$ cat config.mk
export PLATFORM = sky130hd
export DESIGN_NAME = mem_stage_controller
export DESIGN_NICKNAME = d
export VERILOG_FILES = /design/src/rtl/mem_stage_controller_pkg.sv /design/src/rtl/mem_stage_controller_counter.sv /design/src/rtl/mem_stage_controller.sv
export SDC_FILE = /design/constraint.sdc
export NUM_CORES = 1
export LEC_CHECK = 0
export ABC_CLOCK_PERIOD_IN_PS = 3700
export CORE_MARGIN = 5
export CORE_UTILIZATION = 40
export DETAILED_ROUTE_END_ITERATION = 7
export GPL_ROUTABILITY_DRIVEN = 1
export PLACE_DENSITY_LB_ADDON = 0.2
export SYNTH_ARGS = -nofsm -noshare
export SYNTH_HDL_FRONTEND = slang
export SYNTH_SLANG_ARGS = --single-unit
export TNS_END_PERCENT = 10
$ cat constraint.sdc
create_clock -name clk -period 3.7 [get_ports clk]
set_clock_uncertainty 0.2 [all_clocks]
set_input_delay 0.37 -clock clk [delete_from_list [all_inputs] [get_ports clk]]
set_output_delay 0.37 -clock clk [all_outputs]
set_load 0.01 [all_outputs]
$ cat src/rtl/mem_stage_controller_pkg.sv
// Shared types and defaults for the memory-stage controller.
// Holds the FSM encoding and the default SRAM geometry and timing.
package mem_stage_controller_pkg;

    localparam int PKG_ADDR_W      = 32;
    localparam int PKG_SRAM_ADDR_W = 18;
    localparam int PKG_WAIT_CYCLES = 5;
    localparam int PKG_BASE_ADDR   = 1024;
    localparam int PKG_CNT_W       = 4;

    typedef enum logic [1:0] {
        ST_IDLE   = 2'b00,
        ST_ACCESS = 2'b01,
        ST_DONE   = 2'b10
    } state_e;

endpackage

$ cat src/rtl/mem_stage_controller_counter.sv
// Wait-state counter for the SRAM access window.
// Raises o_tc while the count equals WAIT_CYCLES-1.
module wait_state_counter
    import mem_stage_controller_pkg::*;
#(
    parameter int WAIT_CYCLES = PKG_WAIT_CYCLES
) (
    input  logic clk,
    input  logic rst,
    input  logic i_clr,
    input  logic i_en,
    output logic o_tc
);

    logic [PKG_CNT_W-1:0] r_cnt;

    // Clear has priority over counting.
    always_ff @(posedge clk or posedge rst) begin
        if (rst) begin
            r_cnt <= '0;
        end else if (i_clr) begin
            r_cnt <= '0;
        end else if (i_en) begin
            r_cnt <= r_cnt + PKG_CNT_W'(1);
        end
    end

    assign o_tc = (r_cnt == PKG_CNT_W'(WAIT_CYCLES - 1));

endmodule

$ cat src/rtl/mem_stage_controller.sv
// Memory-stage controller: turns a one-cycle load/store request into a
// fixed-latency SRAM access and freezes the pipeline until it completes.
module mem_stage_controller
    import mem_stage_controller_pkg::*;
#(
    parameter int ADDR_W      = PKG_ADDR_W,
    parameter int SRAM_ADDR_W = PKG_SRAM_ADDR_W,
    parameter int WAIT_CYCLES = PKG_WAIT_CYCLES,
    parameter int BASE_ADDR   = PKG_BASE_ADDR
) (
    input  logic                   clk,
    input  logic                   rst,
    input  logic                   MEM_W_EN,
    input  logic                   MEM_R_EN,
    input  logic [ADDR_W-1:0]      address,
    input  logic [ADDR_W-1:0]      wdata,
    output logic [ADDR_W-1:0]      rdata,
    output logic                   ready,
    output logic [SRAM_ADDR_W-1:0] SRAM_ADDR,
    output logic [ADDR_W-1:0]      SRAM_DQ_out,
    output logic                   SRAM_DQ_OE,
    input  logic [ADDR_W-1:0]      SRAM_DQ_in,
    output logic                   SRAM_WE_N,
    output logic                   SRAM_OE_N
);

    localparam logic [ADDR_W-1:0] LP_BASE = ADDR_W'(BASE_ADDR);

    state_e r_state;
    state_e w_next;

    logic                   w_req;
    logic [ADDR_W-1:0]      w_offset;
    logic [SRAM_ADDR_W-1:0] w_sram_addr;

    logic [SRAM_ADDR_W-1:0] r_addr;
    logic [ADDR_W-1:0]      r_wdata;
    logic [ADDR_W-1:0]      r_rdata;
    logic                   r_is_write;

    logic w_ready;
    logic w_we_n;
    logic w_oe_n;
    logic w_dq_oe;
    logic w_cnt_clr;
    logic w_cnt_en;
    logic w_tc;
    logic w_start;
    logic w_capture;

    assign w_req       = MEM_W_EN | MEM_R_EN;
    assign w_offset    = address - LP_BASE;
    assign w_sram_addr = SRAM_ADDR_W'(w_offset >> 2);

    wait_state_counter #(
        .WAIT_CYCLES(WAIT_CYCLES)
    ) u_wait_cnt (
        .clk  (clk),
        .rst  (rst),
        .i_clr(w_cnt_clr),
        .i_en (w_cnt_en),
        .o_tc (w_tc)
    );

    // FSM state register.
    always_ff @(posedge clk or posedge rst) begin
        if (rst) begin
            r_state <= ST_IDLE;
        end else begin
            r_state <= w_next;
        end
    end

    // Next-state and strobe decode; strobes depend only on state and latched op.
    always_comb begin
        w_next    = r_state;
        w_ready   = 1'b0;
        w_we_n    = 1'b1;
        w_oe_n    = 1'b1;
        w_dq_oe   = 1'b0;
        w_cnt_clr = 1'b0;
        w_cnt_en  = 1'b0;
        w_start   = 1'b0;
        w_capture = 1'b0;
        case (r_state)
            ST_IDLE: begin
                w_ready   = ~w_req;
                w_cnt_clr = 1'b1;
                if (w_req) begin
                    w_start = 1'b1;
                    w_next  = ST_ACCESS;
                end
            end
            ST_ACCESS: begin
                w_cnt_en = 1'b1;
                if (r_is_write) begin
                    w_we_n  = 1'b0;
                    w_dq_oe = 1'b1;
                end else begin
                    w_oe_n = 1'b0;
                end
                if (w_tc) begin
                    w_capture = ~r_is_write;
                    w_next    = ST_DONE;
                end
            end
            ST_DONE: begin
                // The request still on the inputs is the one just served.
                w_ready = 1'b1;
                w_next  = ST_IDLE;
            end
            default: begin
                w_next = ST_IDLE;
            end
        endcase
    end

    // Latch the request in IDLE and capture read data at the end of a load.
    always_ff @(posedge clk or posedge rst) begin
        if (rst) begin
            r_addr     <= '0;
            r_wdata    <= '0;
            r_is_write <= 1'b0;
            r_rdata    <= '0;
        end else begin
            if (w_start) begin
                r_addr     <= w_sram_addr;
                r_wdata    <= wdata;
                r_is_write <= MEM_W_EN;
            end
            if (w_capture) begin
                r_rdata <= SRAM_DQ_in;
            end
        end
    end

    assign ready       = rst | w_ready;
    assign rdata       = r_rdata;
    assign SRAM_ADDR   = r_addr;
    assign SRAM_DQ_out = r_wdata;
    assign SRAM_DQ_OE  = w_dq_oe;
    assign SRAM_WE_N   = w_we_n;
    assign SRAM_OE_N   = w_oe_n;

endmodule

After elaboration in Yosys (flattened, before gate mapping)
Cells that the tools add are included.

word-level totals
  register bits after elaboration = 89
  logic and storage cells = 37

operators by class
  add/sub/neg operators = 2
  multiplexer cells = 17
  reductions and logical operators = 3
  equality and inequality tests = 5
  bitwise logic cells = 4

operators with widths
  cell                      count
  $sub A20 B11 Y20 const B  1
  $mux W1                   11
  $mux W4                   2
  $add A4 B1 Y4 const B     1
  $eq A4 B3 Y1 const B      1
  $mux W2                   2
  $pmux W2 S2               1
  $eq A2 B1 Y1 const B      1
  $eq A2 B2 Y1 const B      1
  $logic_not A2 Y1          1
  $ne A2 B1 Y1 const B      1
  $ne A2 B2 Y1 const B      1
  $not A1 Y1                2
  $or A1 B1 Y1              2
  $pmux W1 S2               1
  $reduce_and A2 Y1         1
  $reduce_bool A2 Y1        1

Depth between registers and ports, before layout
  word-level depth = 4
  mapped depth = 7
  gate-level depth less buffers = 5

Cells and area by module
A second synthesis with hierarchy kept.

second synthesis, totals
  cells, all modules = 249
  area total of the unflattened synthesis = 3,583.4 sq um

by module, submodules not included
  module                cells an instance  sequential area each (sq um)  area an instance (sq um)  instances
  mem_stage_controller  227                2,127.0                       3,359.5                   1
  wait_state_counter    22                 100.1                         224.0                     1

Worst setup path before layout
Ideal clock, no wire load.

  kind = input -> output
  from = in rst
  to = out ready
  stages = 2
  setup slack = 333 ps
  data arrival time = 2,797 ps
  cell sequence = inv_1 -> o21ai_0

on the way
  word-level cells in the longest chain between the ends = 1

RTL lines
  item                line                         text
  start: declaration  mem_stage_controller.sv:12   input logic rst,
  $or A1 B1 Y1        mem_stage_controller.sv:137  assign ready = rst | w_ready;
  end: declaration    mem_stage_controller.sv:18   output logic ready,

No other way between the ends.

Final worst setup path
  from = reg r_state[1]
  to = out SRAM_DQ_OE

on the way
  word-level cells in the longest chain between the ends = 2

RTL lines
  item                      line                        text
  start: declaration        mem_stage_controller.sv:29  state_e r_state;
  start signal: assignment  mem_stage_controller.sv:70  r_state <= w_next;
  $eq A2 B1 Y1              mem_stage_controller.sv:85  case (r_state)
  $mux W1                   mem_stage_controller.sv:85
  end: declaration          mem_stage_controller.sv:21  output logic SRAM_DQ_OE,

No other way between the ends.

==> flow_summary.ini <==
[synth]
ys_types = 32
yosys-top-cells-area = dfrtp_1 62%, mux2_2 23%, a21oi_1 1.4%, o21ai_0 1.3%, a31oi_1 1.0%
ys_warn_count = 0
synth_top_cell_by_area = dfrtp_1
syn-instance-count = 248
synth_top_area_share_pct = 62.2
synth_seq_cells = 89
syn_nets = 351
synth.most_common_cell = dfrtp_1
synth_edf_count = 0
syn_avg_cell_area_um2 = 14.4
syn_area_um2 = 3580
yosys_most_used_dff = dfrtp_1
synth_commonest_cells = 89 x dfrtp_1, 73 x mux2_2, 10 x a21oi_1
synthArstFlopShare_pct = 100
ys_seq_area_share_pct = 62.2

[cells_and_area]
fin_cells = 536
area_growth_pct = 56.8
diodes = 0
drive_above_1_share_pct = 23.4
nets = 527

[route]
via_per_inst = 4.89
wirelength_mm = 8.83
first_iter_violations = 42
vias = 2622
dr.pass1.iters = 4
drc = 0
antenna_left = 0
wl_per_cell_um = 16.5

[power]
total_leakage_power_nw = 2.31
sw_frac_of_total_pct = 30.1
switching_power_mw = 1.38
pwr-share-clk_pct = 15.9
ir_drop_mv = 0.457
p_int_mw = 3.21
power_frac_seq_pct = 37.5
power.density_nw_per_um2 = 819
p_comb_share_pct = 46.6

[clock_tree]
cts.clk_slew.worst_paths_ns = 0.09
cts_tree = yes
clk-insertion-delay-late_ns = 0.34
postCtsHoldBufs = 0
htree_num_levels = 3
cts_buffers = 9
post_cts_buffers = 0
clock-sinks = 89
cts_resized = 0
cts-root-buf = clkbuf_8
clk_path_buf_depth = 2

[run_status]
status = finished clean

[global_route]
gr-total-overflow = 0
grt_pass1_wl_mm = 14.6
grt_use_total_pct = 16.3
grt_pass1_vias = 2839
grt_max_degree = 54
antenna_found_initial = 0

[die]
die_x_um = 105
initial_core_util_pct = 41.0
num_rows = 34
core-area_um2 = 8720
pin_count = 186
die_area_um2 = 10900
fp.dieH_um = 105

[timing]
setup_viol = 0
post-route-period-util_pct = 67.0
fmax_ghz = 0.404
worst_pin_slew_ns = 0.690
rsz0062_at_grt = no
slew-limit-headroom_pct = 54.0
finalSetupTns_ns = 0
hold_viol = 0
drv_slew = 0
min_period_ns = 2.48

[flow_run]
cap_violations = 0

[worst_setup_path]
start_kind = flop
crit_path_cell_trace = nor2b_1, nand2_1, inv_1, clkdlybuf4s50_1
max_stage_delay_ns = 0.53
arrival_ns = 1.91
path_max_fanout = 10
end_kind = output pin
critPathKind = flop to output pin
required_ns = 3.13
slowest_stage = clkdlybuf4s50_1

[placement]
gp_congestion = 0.862
hpwl_mm = 6.64
place_inst = 521
portBuffers = 171

[worst_hold_path]
hold_class = input port to asynchronous set/reset pin
[cells by family (layout without fill, tap and decap cells)]
logic type,count (synthesis),count (layout),synth area share [%]
flops,89,89,62.2
mux,75,75,23.6
compound gates,30,30,4.86
simple gates,30,30,4.93
buf+inv,19,199,2.90
fa+ha+maj,3,3,1.05
xor+xnor,2,2,0.489
[critical path: cells and delay by family, from the launching register on]
family	cells	cell delay, ns
simple gates	2	0.48
flops	1	0.49
buf+inv	2	0.59
[metrics by stage]
step | setup WS, ns | util, % | hold WS [ns] | total power, mW | cell area (um2)
floorplan | 0.333 | - | 0.273 | 2.67 | 3580
global placement | 1.19 | 61.9 | 0.275 | 3.87 | 5400
detailed placement | 1.17 | 61.9 | 0.284 | 3.93 | 5400
CTS | 1.18 | 64.4 | 0.261 | 4.67 | 5610
global route | 1.11 | 64.4 | 0.303 | 4.90 | 5610
finish | 1.22 | 64.4 | 0.253 | 4.60 | 5610
[metal layers]
layer  GRT usage (%)  wire [um]  vias to the layer above
met1            20.3       3740                     1261
met3            7.64        973                       10
met2            25.6       4000                      120
met4            4.66        114                        0
met5               0          0                        -
li1                -          -                     1231
[registers in the layout, indices dropped and copies added (netlist names)]
register,count
r_is_write,1
r_state,2
rdata,32
SRAM_DQ_out,32
u_wait_cnt.r_cnt,4
SRAM_ADDR,18
[power groups by stage]
stage                     combinational (mW)  clock, mW  sequential (mW)
final                                   2.14      0.729             1.73
after floorplan                        0.731          0             1.94
after detailed placement                2.18          0             1.75
after global routing                    2.31      0.797             1.80
after global placement                  2.15          0             1.72
after CTS                               2.18      0.750             1.73
[area by class of cell]
class                   instances  area [um2]
flip-flops and latches         89        2230
multi-input cells             140        1250
repair buffers                176        1750
well taps                     108         135
clock buffers                  10         138
clock inverters                 5        80.1
inverters                       8        31.3
fillers                       684        3110
[placed cells by master (no fill, tap or decap), types with 2 or more instances in the layout]
cell	netlist	layout
clkdlybuf4s50_1	0	171
dfrtp_1	89	89
mux2_2	73	73
a21oi_1	10	10
clkbuf_8	0	10
o21ai_0	9	9
inv_1	8	7
a31oi_1	6	6
or3_1	5	5
nor2_1	5	5
buf_4	1	5
nand2_1	4	4
a22o_1	3	3
ha_1	3	3
nand2b_1	2	2
clkinv_2	0	2
nor2b_1	2	2
or2_2	2	2
or4_1	2	2
xnor2_1	2	2
or3_2	2	2
bufinv_16	0	2
clkinvlp_4	0	2
[worst paths after layout]
path	cells past startpoint	slack, ns	from	endpoint
setup / recovery	4	1.22	r_state[1]	SRAM_DQ_OE
hold / removal	3	0.25	rst	SRAM_ADDR[1]
setup reg to reg	6	1.64	u_wait_cnt.r_cnt[0]	rdata[24]
hold reg to reg	1	0.30	rdata[24]	rdata[24]
max in group asynchronous	4	1.98	rst	rdata[27]
min in group clk	1	0.30	rdata[24]	rdata[24]
Power figures use the tool's default switching activity.
